### config.mk
export PLATFORM = sky130hd
export DESIGN_NAME = hazard_ctrl_flat
export DESIGN_NICKNAME = d
export VERILOG_FILES = /design/src/rtl/hazard_if.sv /design/src/rtl/hazard_ctrl.sv /design/src/flat_wrapper.sv
export SDC_FILE = /design/constraint.sdc
export NUM_CORES = 1
export LEC_CHECK = 0
export CAP_MARGIN = 5
export CORE_MARGIN = 2
export CORE_UTILIZATION = 39
export DETAILED_ROUTE_END_ITERATION = 10
export PLACE_DENSITY = 0.74
export SKIP_CTS_REPAIR_TIMING = 1
export SYNTH_ARGS = -nofsm -noshare
export SYNTH_HDL_FRONTEND = slang
export SYNTH_SLANG_ARGS = --single-unit
### constraint.sdc
create_clock -name clk -period 3.1 [get_ports clk]
set_input_delay 0.62 -clock clk [delete_from_list [all_inputs] [get_ports clk]]
set_output_delay 0.62 -clock clk [all_outputs]
set_load 0.02 [all_outputs]
### src/rtl/hazard_if.sv
// Handshake bundle between the MIPS datapath and the hazard/sequencing controller.
// The datapath side drives the ID/EX decode information; the controller answers with
// pipeline enables, forwarding selects, halt status and statistics.
interface hazard_if #(
    parameter int unsigned CNT_W = 16
);
    // ID-stage decode of the instruction being issued
    logic [4:0]       id_ra;
    logic [4:0]       id_rb;
    logic             id_use_a;
    logic             id_use_b;
    logic [4:0]       id_rw;
    logic             id_regwrite;
    logic             id_load;

    // EX-stage resolution
    logic             ex_jump;
    logic             ex_syscall;
    logic [31:0]      ex_v0;

    // Resume from HALT
    logic             go;

    // Pipeline control
    logic             pc_en;
    logic             ifid_en;
    logic             ifid_flush;
    logic             idex_bubble;
    logic             j_bub;

    // Forwarding selects for the instruction in EX
    logic             A_MEM;
    logic             A_WB;
    logic             B_MEM;
    logic             B_WB;

    // Status and statistics
    logic             halted;
    logic [CNT_W-1:0] stall_cnt;
    logic [CNT_W-1:0] flush_cnt;
    logic [CNT_W-1:0] retire_cnt;

    modport master (
        output id_ra, id_rb, id_use_a, id_use_b, id_rw, id_regwrite, id_load,
        output ex_jump, ex_syscall, ex_v0, go,
        input  pc_en, ifid_en, ifid_flush, idex_bubble, j_bub,
        input  A_MEM, A_WB, B_MEM, B_WB,
        input  halted, stall_cnt, flush_cnt, retire_cnt
    );

    modport slave (
        input  id_ra, id_rb, id_use_a, id_use_b, id_rw, id_regwrite, id_load,
        input  ex_jump, ex_syscall, ex_v0, go,
        output pc_en, ifid_en, ifid_flush, idex_bubble, j_bub,
        output A_MEM, A_WB, B_MEM, B_WB,
        output halted, stall_cnt, flush_cnt, retire_cnt
    );
endinterface

### src/rtl/hazard_ctrl.sv
// Hazard and sequencing controller for the 5-stage MIPS core.
// Tracks EX/MEM/WB destinations, produces registered forwarding selects, inserts a
// single stall per load-use, flushes on taken jumps and halts on the exit syscall.
module hazard_ctrl #(
    parameter int unsigned CNT_W     = 16,
    parameter logic [31:0] EXIT_CODE = 32'h0000_000A
) (
    input logic     clk,
    input logic     rst,
    hazard_if.slave bus
);

    typedef enum logic [0:0] {
        StRun,
        StHalt
    } state_e;

    typedef struct packed {
        logic       valid;
        logic [4:0] rw;
        logic       regwrite;
        logic       load;
    } trk_t;

    localparam logic [CNT_W-1:0] CntMax = '1;
    localparam logic [CNT_W-1:0] CntOne = CNT_W'(1);

    // A tracker only produces a value if it really writes a non-zero register.
    function automatic logic trk_hit(input trk_t t, input logic [4:0] r);
        return t.valid && t.regwrite && (t.rw != 5'd0) && (t.rw == r);
    endfunction

    function automatic logic [CNT_W-1:0] sat_inc(input logic [CNT_W-1:0] c);
        return (c == CntMax) ? c : c + CntOne;
    endfunction

    state_e           state_q;
    logic             halted_q;
    trk_t             ex_q, mem_q, wb_q;
    logic             a_mem_q, a_wb_q, b_mem_q, b_wb_q;
    logic             a_mem_d, a_wb_d, b_mem_d, b_wb_d;
    logic [CNT_W-1:0] stall_cnt_q, flush_cnt_q, retire_cnt_q;

    logic run;
    logic a_hit_ex, b_hit_ex;
    logic load_use;
    logic jump;
    logic halt_req;
    logic pc_en, ifid_en, ifid_flush, bubble, j_bub;
    trk_t ex_d;

    // Hazard detection, pipeline control and next-state of forwarding selects
    always_comb begin
        run      = (state_q == StRun);
        a_hit_ex = bus.id_use_a && trk_hit(ex_q, bus.id_ra);
        b_hit_ex = bus.id_use_b && trk_hit(ex_q, bus.id_rb);
        load_use = run && ex_q.load && (a_hit_ex || b_hit_ex);
        jump     = run && bus.ex_jump;
        halt_req = run && bus.ex_syscall && (bus.ex_v0 == EXIT_CODE) && !bus.ex_jump;

        pc_en      = 1'b1;
        ifid_en    = 1'b1;
        ifid_flush = 1'b0;
        bubble     = 1'b0;
        j_bub      = 1'b0;
        if (!run) begin
            pc_en   = 1'b0;
            ifid_en = 1'b0;
            bubble  = 1'b1;
        end else if (jump) begin
            // Jump wins over load-use: the stalled ID instruction is discarded anyway.
            j_bub      = 1'b1;
            ifid_flush = 1'b1;
            bubble     = 1'b1;
        end else if (load_use) begin
            pc_en   = 1'b0;
            ifid_en = 1'b0;
            bubble  = 1'b1;
        end

        // MEM-stage source has priority over WB-stage source.
        a_mem_d = a_hit_ex;
        a_wb_d  = bus.id_use_a && !a_hit_ex && trk_hit(mem_q, bus.id_ra);
        b_mem_d = b_hit_ex;
        b_wb_d  = bus.id_use_b && !b_hit_ex && trk_hit(mem_q, bus.id_rb);
        if (bubble) begin
            a_mem_d = 1'b0;
            a_wb_d  = 1'b0;
            b_mem_d = 1'b0;
            b_wb_d  = 1'b0;
        end

        ex_d = bubble ? '0 : '{valid: 1'b1, rw: bus.id_rw,
                               regwrite: bus.id_regwrite, load: bus.id_load};
    end

    // Tracker shift and forwarding-select registers; frozen while halted
    always_ff @(posedge clk or posedge rst) begin
        if (rst) begin
            ex_q    <= '0;
            mem_q   <= '0;
            wb_q    <= '0;
            a_mem_q <= 1'b0;
            a_wb_q  <= 1'b0;
            b_mem_q <= 1'b0;
            b_wb_q  <= 1'b0;
        end else if (run) begin
            ex_q    <= ex_d;
            mem_q   <= ex_q;
            wb_q    <= mem_q;
            a_mem_q <= a_mem_d;
            a_wb_q  <= a_wb_d;
            b_mem_q <= b_mem_d;
            b_wb_q  <= b_wb_d;
        end
    end

    // RUN/HALT sequencing with registered halted flag
    always_ff @(posedge clk or posedge rst) begin
        if (rst) begin
            state_q  <= StRun;
            halted_q <= 1'b0;
        end else begin
            unique case (state_q)
                StRun: begin
                    if (halt_req) begin
                        state_q  <= StHalt;
                        halted_q <= 1'b1;
                    end
                end
                StHalt: begin
                    if (bus.go) begin
                        state_q  <= StRun;
                        halted_q <= 1'b0;
                    end
                end
                default: begin
                    state_q  <= StRun;
                    halted_q <= 1'b0;
                end
            endcase
        end
    end

    // Saturating statistics counters, only advancing in RUN
    always_ff @(posedge clk or posedge rst) begin
        if (rst) begin
            stall_cnt_q  <= '0;
            flush_cnt_q  <= '0;
            retire_cnt_q <= '0;
        end else if (run) begin
            if (wb_q.valid) begin
                retire_cnt_q <= sat_inc(retire_cnt_q);
            end
            if (jump) begin
                flush_cnt_q <= sat_inc(flush_cnt_q);
            end else if (load_use) begin
                stall_cnt_q <= sat_inc(stall_cnt_q);
            end
        end
    end

    // Control outputs show their reset values as soon as rst rises, not at the next edge.
    assign bus.pc_en       = rst | pc_en;
    assign bus.ifid_en     = rst | ifid_en;
    assign bus.ifid_flush  = !rst && ifid_flush;
    assign bus.idex_bubble = !rst && bubble;
    assign bus.j_bub       = !rst && j_bub;

    assign bus.A_MEM = a_mem_q;
    assign bus.A_WB  = a_wb_q;
    assign bus.B_MEM = b_mem_q;
    assign bus.B_WB  = b_wb_q;

    assign bus.halted     = halted_q;
    assign bus.stall_cnt  = stall_cnt_q;
    assign bus.flush_cnt  = flush_cnt_q;
    assign bus.retire_cnt = retire_cnt_q;

    // WB destination fields and the MEM load flag are carried for completeness only.
    logic unused_trk;
    assign unused_trk = ^{wb_q.rw, wb_q.regwrite, wb_q.load, mem_q.load};

endmodule

### src/flat_wrapper.sv
// flat-port wrapper written by rule: the top's interface ports become plain ports
module hazard_ctrl_flat 
#(
    parameter int unsigned CNT_W     = 16,
    parameter logic [31:0] EXIT_CODE = 32'h0000_000A
)
  (clk, rst, bus_id_ra, bus_id_rb, bus_id_use_a, bus_id_use_b, bus_id_rw, bus_id_regwrite, bus_id_load, bus_ex_jump, bus_ex_syscall, bus_ex_v0, bus_go, bus_pc_en, bus_ifid_en, bus_ifid_flush, bus_idex_bubble, bus_j_bub, bus_A_MEM, bus_A_WB, bus_B_MEM, bus_B_WB, bus_halted, bus_stall_cnt, bus_flush_cnt, bus_retire_cnt);
  hazard_if #(.CNT_W(CNT_W)) bus_i ();
  input logic clk;
  input logic rst;
  input wire logic [$bits(bus_i.id_ra)-1:0] bus_id_ra;
  input wire logic [$bits(bus_i.id_rb)-1:0] bus_id_rb;
  input wire logic [$bits(bus_i.id_use_a)-1:0] bus_id_use_a;
  input wire logic [$bits(bus_i.id_use_b)-1:0] bus_id_use_b;
  input wire logic [$bits(bus_i.id_rw)-1:0] bus_id_rw;
  input wire logic [$bits(bus_i.id_regwrite)-1:0] bus_id_regwrite;
  input wire logic [$bits(bus_i.id_load)-1:0] bus_id_load;
  input wire logic [$bits(bus_i.ex_jump)-1:0] bus_ex_jump;
  input wire logic [$bits(bus_i.ex_syscall)-1:0] bus_ex_syscall;
  input wire logic [$bits(bus_i.ex_v0)-1:0] bus_ex_v0;
  input wire logic [$bits(bus_i.go)-1:0] bus_go;
  output wire logic [$bits(bus_i.pc_en)-1:0] bus_pc_en;
  output wire logic [$bits(bus_i.ifid_en)-1:0] bus_ifid_en;
  output wire logic [$bits(bus_i.ifid_flush)-1:0] bus_ifid_flush;
  output wire logic [$bits(bus_i.idex_bubble)-1:0] bus_idex_bubble;
  output wire logic [$bits(bus_i.j_bub)-1:0] bus_j_bub;
  output wire logic [$bits(bus_i.A_MEM)-1:0] bus_A_MEM;
  output wire logic [$bits(bus_i.A_WB)-1:0] bus_A_WB;
  output wire logic [$bits(bus_i.B_MEM)-1:0] bus_B_MEM;
  output wire logic [$bits(bus_i.B_WB)-1:0] bus_B_WB;
  output wire logic [$bits(bus_i.halted)-1:0] bus_halted;
  output wire logic [$bits(bus_i.stall_cnt)-1:0] bus_stall_cnt;
  output wire logic [$bits(bus_i.flush_cnt)-1:0] bus_flush_cnt;
  output wire logic [$bits(bus_i.retire_cnt)-1:0] bus_retire_cnt;
  assign bus_i.id_ra = bus_id_ra;
  assign bus_i.id_rb = bus_id_rb;
  assign bus_i.id_use_a = bus_id_use_a;
  assign bus_i.id_use_b = bus_id_use_b;
  assign bus_i.id_rw = bus_id_rw;
  assign bus_i.id_regwrite = bus_id_regwrite;
  assign bus_i.id_load = bus_id_load;
  assign bus_i.ex_jump = bus_ex_jump;
  assign bus_i.ex_syscall = bus_ex_syscall;
  assign bus_i.ex_v0 = bus_ex_v0;
  assign bus_i.go = bus_go;
  assign bus_pc_en = bus_i.pc_en;
  assign bus_ifid_en = bus_i.ifid_en;
  assign bus_ifid_flush = bus_i.ifid_flush;
  assign bus_idex_bubble = bus_i.idex_bubble;
  assign bus_j_bub = bus_i.j_bub;
  assign bus_A_MEM = bus_i.A_MEM;
  assign bus_A_WB = bus_i.A_WB;
  assign bus_B_MEM = bus_i.B_MEM;
  assign bus_B_WB = bus_i.B_WB;
  assign bus_halted = bus_i.halted;
  assign bus_stall_cnt = bus_i.stall_cnt;
  assign bus_flush_cnt = bus_i.flush_cnt;
  assign bus_retire_cnt = bus_i.retire_cnt;
  hazard_ctrl #(.CNT_W(CNT_W), .EXIT_CODE(EXIT_CODE)) u_core (.clk(clk), .rst(rst), .bus(bus_i));
endmodule
# Yosys cells after proc, flatten, opt, wreduce, memory -nomap -nowiden

Index checks and enable logic that the tools add are counted.

Input bits: 56
Flip-flop bits (word level): 70
Word-level logic and storage cells: 88

Bitwise logic cells: 6
Reduce and logical (&&, ||, !) cells: 33
Muxes and demuxes: 19
Equal/unequal tests: 10
Add/subtract/negate cells: 3

Operator list:

| cell                                                                   | count |
|---|---|
| 16-bit by 1-bit adder with 16-bit output, second input constant        | 3 |
| 16-bit equality test, second input constant                            | 3 |
| 32-bit by 4-bit equality test with 1-bit output, second input constant | 1 |
| 1-bit logical AND                                                      | 22 |
| 5-bit equality test                                                    | 4 |
| 1-bit 2-to-1 mux                                                       | 16 |
| 5-bit nonzero test                                                     | 2 |
| 8-bit 2-to-1 mux                                                       | 1 |
| 3-bit AND reduction                                                    | 2 |
| 1-bit inverter                                                         | 5 |
| 1-bit zero test                                                        | 4 |
| 2-bit inequality test, second input constant                           | 2 |
| 1-bit case mux with 2 select lines                                     | 2 |
| 4-bit AND reduction                                                    | 1 |
| 2-bit AND reduction                                                    | 1 |
| 1-bit logical OR                                                       | 1 |
| 1-bit bitwise OR                                                       | 1 |

# Logic depth before layout (Yosys ltp)

Gate-level depths: netlist of the first run.

Word-level depth: 10
Mapped depth: 7
Mapped depth without buffers: 6

# Least setup slack after synthesis of the first run

No wires, ideal clock.

Path type: input-to-output
From: in rst
To: out bus_pc_en
Path slack: -482 ps
Arrival time: 2962 ps
Stages on the path: 3
Cells stage by stage: inv_1 a22oi_1 buf_4

Cells in the longest elaborated chain, start to end: 1

Ends and longest elaborated chain:

| item               | line               | source |
|---|---|---|
| start: declaration | flat_wrapper.sv:10 | `input logic rst;` |
| 1-bit bitwise OR   | --                 |  |
| end: declaration   | flat_wrapper.sv:22 | `output wire logic [$bits(bus_i.pc_en)-1:0] bus_pc_en;` |

No other way between the ends.

# Final worst setup path of the first run

From: in bus_id_ra[4]
To: out bus_pc_en

Cells in the longest elaborated chain, start to end: 9

Ends and longest elaborated chain:

| item                | line               | source |
|---|---|---|
| start: declaration  | flat_wrapper.sv:11 | `input wire logic [$bits(bus_i.id_ra)-1:0] bus_id_ra;` |
| 5-bit equality test | hazard_ctrl.sv:30  | `return t.valid && t.regwrite && (t.rw != 5'd0) && (t.rw == r);` |
| 1-bit logical AND   | hazard_ctrl.sv:30  |  |
| 1-bit logical AND   | hazard_ctrl.sv:55  | `a_hit_ex = bus.id_use_a && trk_hit(ex_q, bus.id_ra);` |
| 1-bit logical OR    | hazard_ctrl.sv:57  | `load_use = run && ex_q.load && (a_hit_ex \|\| b_hit_ex);` |
| 1-bit logical AND   | hazard_ctrl.sv:57  |  |
| 1-bit 2-to-1 mux    | hazard_ctrl.sv:75  | `end else if (load_use) begin` |
| 1-bit 2-to-1 mux    | hazard_ctrl.sv:70  | `end else if (jump) begin` |
| 1-bit 2-to-1 mux    | hazard_ctrl.sv:66  | `if (!run) begin` |
| 1-bit bitwise OR    | hazard_ctrl.sv:164 | `assign bus.pc_en = rst \| pc_en;` |

No other way between the ends.

==> results of run 1 <==
[power by group]
part | leakage (nW) | switching (mW) | internal, mW
registers | 0.931 | 0.140 | 1.01
clock network | 0.0841 | 0.325 | 0.289
logic | 1.09 | 0.290 | 0.340
total | 2.11 | 0.755 | 1.64
[cells by family (layout without fill, tap and decap cells)]
group           Yosys count  after routing  synth area share, %
compound gates           27             27                 6.84
xor+xnor                 64             64                 16.2
fa+ha+maj                 3              3                 1.09
buf+inv                  14            154                 1.85
flops                    70             70                 50.7
mux                      11             11                 3.58
simple gates            121            121                 19.8
[critical path, delay by kind of cell]
| kind | cells | cell delay [ns] |
|---|---|---|
| buffers and inverters | 2 | 0.73 |
| AOI/OAI and AO/OA | 3 | 0.56 |
| and+or+nand+nor | 1 | 0.21 |
| xor gates and xnor gates | 1 | 0.14 |
[area by class of cell]
type / instances / area share (%)
well taps: 108 / 2.69
clock inverters: 4 / 0.474
repair buffers: 134 / 25.8
clock buffers: 12 / 2.69
multi-input cells: 226 / 33.0
flip-flops and latches: 70 / 34.9
inverters: 4 / 0.374
[stage by stage]
| stage | cells | setup WS (ns) | hold slack (ns) | TNS (ns) |
|---|---|---|---|---|
| floorplan | 310 | 0.0515 | 0.477 | 0 |
| global placement | 542 | -0.152 | 0.474 | -0.445 |
| detailed placement | 542 | -0.188 | 0.484 | -0.550 |
| CTS | 558 | -0.194 | 0.495 | -0.562 |
| global route | 558 | 0.119 | 0.502 | 0 |
| finish | 558 | 0.207 | 0.487 | 0 |
[sequential cells by signal, summed over array words and instances, names as in the netlist, 7 cells and up]
name                   count
u_core.bus.flush_cnt      16
u_core.mem_q               7
u_core.ex_q                8
u_core.bus.retire_cnt     16
u_core.bus.stall_cnt      16
[synth_stat cells, types with 2 or more instances]
master / count / area share [%]
a21o_1: 3 / 0.65
a21oi_1: 2 / 0.29
a22o_1: 6 / 1.5
and2_1: 4 / 0.72
and3_1: 10 / 1.8
and4_1: 5 / 1.3
buf_2: 2 / 0.29
buf_4: 2 / 0.43
clkbuf_1: 5 / 0.54
dfrtp_1: 70 / 51
ha_1: 3 / 1.1
inv_1: 4 / 0.43
mux2_2: 11 / 3.6
nand2_1: 21 / 2.3
nand2b_1: 2 / 0.36
nand3_1: 17 / 2.5
nand4_1: 23 / 4.2
nand4b_1: 3 / 0.76
nor2_1: 14 / 1.5
nor3_1: 6 / 0.87
nor4_1: 7 / 1.3
nor4bb_1: 2 / 0.58
o2111ai_1: 2 / 0.51
o211ai_2: 2 / 0.72
o21ai_0: 2 / 0.29
or4_4: 2 / 0.65
xnor2_1: 50 / 13
xor2_1: 14 / 3.5
[layer usage]
| metal | global-route usage (%) | wire [um] |
|---|---|---|
| met5 | 0 | 0 |
| met4 | 4.21 | 64 |
| met3 | 5.87 | 666 |
| met2 | 28.8 | 3990 |
| met1 | 23.9 | 3710 |
[how the worst min path moves through the flow]
| stage | startpoint | slack, ns | cells past startpoint | endpoint |
|---|---|---|---|---|
| after floorplan | u_core.ex_q[7] | 0.48 | 1 | u_core.ex_q[7] |
| after global placement | u_core.bus.B_MEM | 0.47 | 1 | u_core.bus.B_MEM |
| after detailed placement | u_core.bus.B_MEM | 0.48 | 1 | u_core.bus.B_MEM |
| after CTS | u_core.bus.retire_cnt[15] | 0.50 | 1 | u_core.bus.retire_cnt[15] |
| after global routing | u_core.bus.retire_cnt[15] | 0.50 | 1 | u_core.bus.retire_cnt[15] |
| final | u_core.bus.retire_cnt[15] | 0.49 | 1 | u_core.bus.retire_cnt[15] |
==> impl_metrics.ini, run 1 <==
[status]
status = finished clean

[sta]
period_minus_slack_ns = 2.89
fin_worst_skew_ns = 0.0106
setup_viol = 0
period_share_pct = 93.3
slew_viol_final = 0
relSlewSlack_pct = 41.9
tightest_slew_ns = 0.872
rsz0062_at_grt = no
timing.fmax_ghz = 0.346
final_hold_viol_count = 0

[setup_path]
required_ns = 2.48
path_cells = clkdlybuf4s50_1 > xnor2_1 > o211ai_2 > o32ai_4 > and2_1 > a22oi_2 > dlymetal6s2s_1
critPathLaunch = bus_id_ra[4]
crit_arrival_ns = 2.27
crit_path_top_delay_cell = clkdlybuf4s50_1
r2r-start = u_core.ex_q[4]
path_class = in -> out
endpoint_kind = output pin
worstSetupEndpoint = bus_pc_en
slowest_delay_ns = 0.50
path_max_fanout = 3
worst-r2r-setup-slack_ns = 0.95
r2r_cells = 6
timing.rr.end = u_core.bus.stall_cnt[1]
critPathLaunchType = input port

[power]
power_density_nw_per_um2 = 478
p_leak_nw = 2.11
ir_worst_vdd_v = 0.000458
power_mw = 2.40

[clock_network]
htree_levels = 3
clkLatencyLatePin_ns = 0.34
clkTransAtPathRegs_ns = 0.07
root_buffer = clkbuf_8
cts_buffers = 9
clockBufferDepth = 2
cts_tree = done
clock-sinks = 70

[global_routing]
grt_pass1_vias = 2925
grt_usage_pct = 17.9
grt_overflow = 0
grt_max_degree = 71
grt_first_pass_wirelength_um = 14000
antenna_found_initial = 0

[layout]
fin_nets = 504
drive_gt1_share_pct = 12.4
final_area_um2 = 5020
antenna_cells = 0
fillers = 775
multi_input_area_um2 = 1660
mostFrequentLayoutCell = clkdlybuf4s50_1
seqCellArea_um2 = 1750
final_cell_mix = 110 x clkdlybuf4s50_1, 70 x dfrtp_1, 50 x xnor2_1
utilization_pct = 57.8
synthToLayoutAreaGrowth_pct = 45.2

[detailed_routing]
vias_per_cell = 5.20
vias = 2903
drcViolationCount = 0
antenna_left = 0
wl_per_cell_um = 15.1
drt_iter0_drc = 122
drtPass1Iterations = 4
drt_wl_total_um = 8430

[placement]
hpwl_um = 6470
place_area_um2 = 4840
routabilityCongestion = 0.829
io_buffers = 113

[die]
start_util_pct = 39.8
rows = 34
fp.dieW_um = 98.2
io_pins = 114
coreArea_um2 = 8680
die-area_um2 = 9630
die_h_um = 98.2

[synthesis]
synth_edf_count = 0
synth_seq_cells = 70
netlist_area_um2 = 3460
synth_fp_nets = 369
synth_ff_type = dfrtp_1
yosysSeqAreaShare_pct = 50.7
syn_avg_cell_area_um2 = 11.2
ys_types = 44
ys_async_sr_fraction_pct = 100
synth-warning-count = 0
syn_inst = 310

[job]
drv_cap = 0

[min_path]
hp-class = reg -> reg
No activity file was read; power rests on OpenSTA's default activity.
==> inputs of run 2 (changes only) <==
--- a/config.mk
+++ b/config.mk
@@ -5,7 +5,6 @@
 export SDC_FILE = /design/constraint.sdc
 export NUM_CORES = 1
 export LEC_CHECK = 0
-export CAP_MARGIN = 5
 export CORE_MARGIN = 2
 export CORE_UTILIZATION = 39
 export DETAILED_ROUTE_END_ITERATION = 10
==> results of run 2 <==
Final layout, timing and power as in run 1 (identical DEF).
==> inputs of run 3 (changes only) <==
--- a/config.mk
+++ b/config.mk
@@ -5,10 +5,11 @@
 export SDC_FILE = /design/constraint.sdc
 export NUM_CORES = 1
 export LEC_CHECK = 0
+export ABC_AREA = 1
 export CORE_MARGIN = 2
 export CORE_UTILIZATION = 39
 export DETAILED_ROUTE_END_ITERATION = 10
-export PLACE_DENSITY = 0.74
+export PLACE_DENSITY = 0.72
 export SKIP_CTS_REPAIR_TIMING = 1
 export SYNTH_ARGS = -nofsm -noshare
 export SYNTH_HDL_FRONTEND = slang
==> run 3 against run 2 <==
Sequential share of layout area is 3.5 points lower. Combinational power up 15%. Global-route usage up 0.88 points. Critical path depth up 2. Design area increased by 11%. Sequential cell count unchanged. Critical endpoint is now bus_ifid_en. Largest cell class is now multi-input combinational cells. Largest power group unchanged.
==> impl_metrics.ini, run 3 <==
[status]
status = finished clean

[layout]
fin_nets = 721
multi_input_area_um2 = 2100
antenna_cells = 0
synthToLayoutAreaGrowth_pct = 35.1
final_cell_mix = 167 x nand2_1, 110 x clkdlybuf4s50_1, 70 x dfrtp_1
drive_gt1_share_pct = 7.20
seqCellArea_um2 = 1750
mostFrequentLayoutCell = nand2_1
fillers = 984

[die]
die_h_um = 107
io_pins = 114
start_util_pct = 40.1
fp.dieW_um = 107
rows = 37
die-area_um2 = 11400
coreArea_um2 = 10300

[detailed_routing]
vias = 3995
drt_wl_total_um = 10300
wl_per_cell_um = 12.8
vias_per_cell = 4.98
antenna_left = 0
drcViolationCount = 0
drtPass1Iterations = 4
drt_iter0_drc = 159

[global_routing]
grt_first_pass_wirelength_um = 17700
grt_use_met1_pct = 24.6
grt_usage_pct = 18.8
grt_overflow = 0
grt.met2_usage_pct = 31.5
grt.busiest_layer = met2
grtUsageMet3_pct = 3.95
grt_max_degree = 71
grt_pass1_vias = 3948
antenna_found_initial = 0

[placement]
routabilityCongestion = 0.886
io_buffers = 113
preCtsSetupSlack_ns = -0.0295
hpwl_um = 7890

[synthesis]
synth-warning-count = 0
synth_ff_type = dfrtp_1
syn_inst = 544
synth_fp_nets = 603
synth_edf_count = 0
synth.most_common_cell = nand2_1
netlist_area_um2 = 4140
synth_top_area_share_pct = 42.4
ys_async_sr_fraction_pct = 100
netlist_top_cells_count = 167 x nand2_1, 70 x dfrtp_1, 49 x nor2_1, 42 x inv_1, 41 x nand3_1
synthTopCellsByArea = dfrtp_1 42%, nand2_1 15%, xor2_1 7.0%
ys_types = 33
synth_top_area_cell = dfrtp_1
yosysSeqAreaShare_pct = 42.4
synth_seq_cells = 70
syn_avg_cell_area_um2 = 7.60

[sta]
period_minus_slack_ns = 2.74
final_hold_viol_count = 0
fin_worst_skew_ns = 0.0148
slew_viol_final = 0
timing.fmax_ghz = 0.365
tightest_slew_ns = 0.880
relSlewSlack_pct = 41.3
layout_setup_ws_ns = 0.359
holdWs_ns = 0.490
period_share_pct = 88.4
rsz0062_at_grt = no
setup_viol = 0

[power]
ir_worst_vdd_v = 0.000433
power_mw = 2.53
power_density_nw_per_um2 = 453
p_leak_nw = 2.49

[setup_path]
critPathLaunchType = input port
endpoint_kind = output pin
crit_arrival_ns = 2.12
path_class = in -> out
slowest_delay_ns = 0.45
crit_path_top_delay_cell = clkdlybuf4s50_1
cpMostUsedCell = nand2_1
path_max_fanout = 3
crit_cells = 9
path_cells = clkdlybuf4s50_1 > xor2_1 > nor2_1 > nand4_2 > nand2_4 > nand3_1 > nand2_1 > nand2_1 > dlymetal6s2s_1
crit_family = simple AND/OR/NAND/NOR gates
required_ns = 2.48
r2r_cells = 8
cp_num_buf_inv = 2

[clock_network]
clockBufferDepth = 2
clkLatencyLatePin_ns = 0.34
cts_tree = done
clkTransAtPathRegs_ns = 0.08
root_buffer = clkbuf_8
cts_buffers = 9
htree_levels = 3
clock-sinks = 70

[job]
drv_cap = 0

[min_path]
hold-path-cell-count = 2
hp-class = reg -> reg
==> run 3: cells by family after synthesis <==
family,Yosys count,share of synthesized area (%)
AOI/OAI and AO/OA,29,3.60
adders and majority gates,3,0.908
buffers and inverters,65,6.78
DFF,70,42.4
xor gates and xnor gates,52,11.0
and+or+nand+nor,325,35.3
==> run 3: path summary, 6_finish.rpt <==
path / start / to / slack (ns)
min reg2reg: u_core.bus.A_WB / u_core.bus.A_WB / 0.49
min: u_core.bus.A_WB / u_core.bus.A_WB / 0.49
max in group asynchronous: rst / u_core.bus.retire_cnt[7] / 1.53
min in group asynchronous: rst / u_core.bus.stall_cnt[8] / 1.01
max reg2reg: u_core.bus.flush_cnt[0] / u_core.bus.flush_cnt[15] / 1.05
max: bus_id_ra[4] / bus_ifid_en / 0.36
==> run 3: power by group <==
group          leakage (nW)  switching, mW  internal (mW)
logic                  1.48          0.381          0.340
registers             0.927          0.141           1.02
clock network        0.0861          0.339          0.309
total                  2.49          0.861           1.67
==> run 3: layer usage <==
metal	vias up	wire, um
li1	2000	-
met1	1866	4640
met2	121	4940
met3	8	622
met4	0	80
met5	-	0
==> run 3: final cells by class <==
class                           instances  area share, %
Clock buffer                           12           2.60
Clock inverter                          4          0.403
Inverter                               52           3.61
Multi-Input combinational cell        409           37.7
Sequential cell                        70           31.4
Tap cell                              136           3.05
Timing Repair Buffer                  120           21.3
==> run 3: per-stage QoR <==
stage | TNS, ns | cell area [um^2] | utilization, % | std cells
2_1_floorplan | 0 | 4140 | - | 544
3_3_place_gp | -0.0309 | 5410 | 52.4 | 787
4_1_cts | -0.0489 | 5580 | 54.0 | 803
6_report | 0 | 5590 | 54.1 | 803
5_1_grt | 0 | 5590 | 54.1 | 803
3_5_place_dp | -0.0295 | 5410 | 52.4 | 787
==> run 3: worst reg2reg max path, delay by kind of cell, from the launching register on <==
kind            cells  cell delay (ns)
fa+ha+maj           1             0.24
buf+inv             1             0.17
flops               1             0.50
compound gates      2             0.23
simple gates        4             0.81
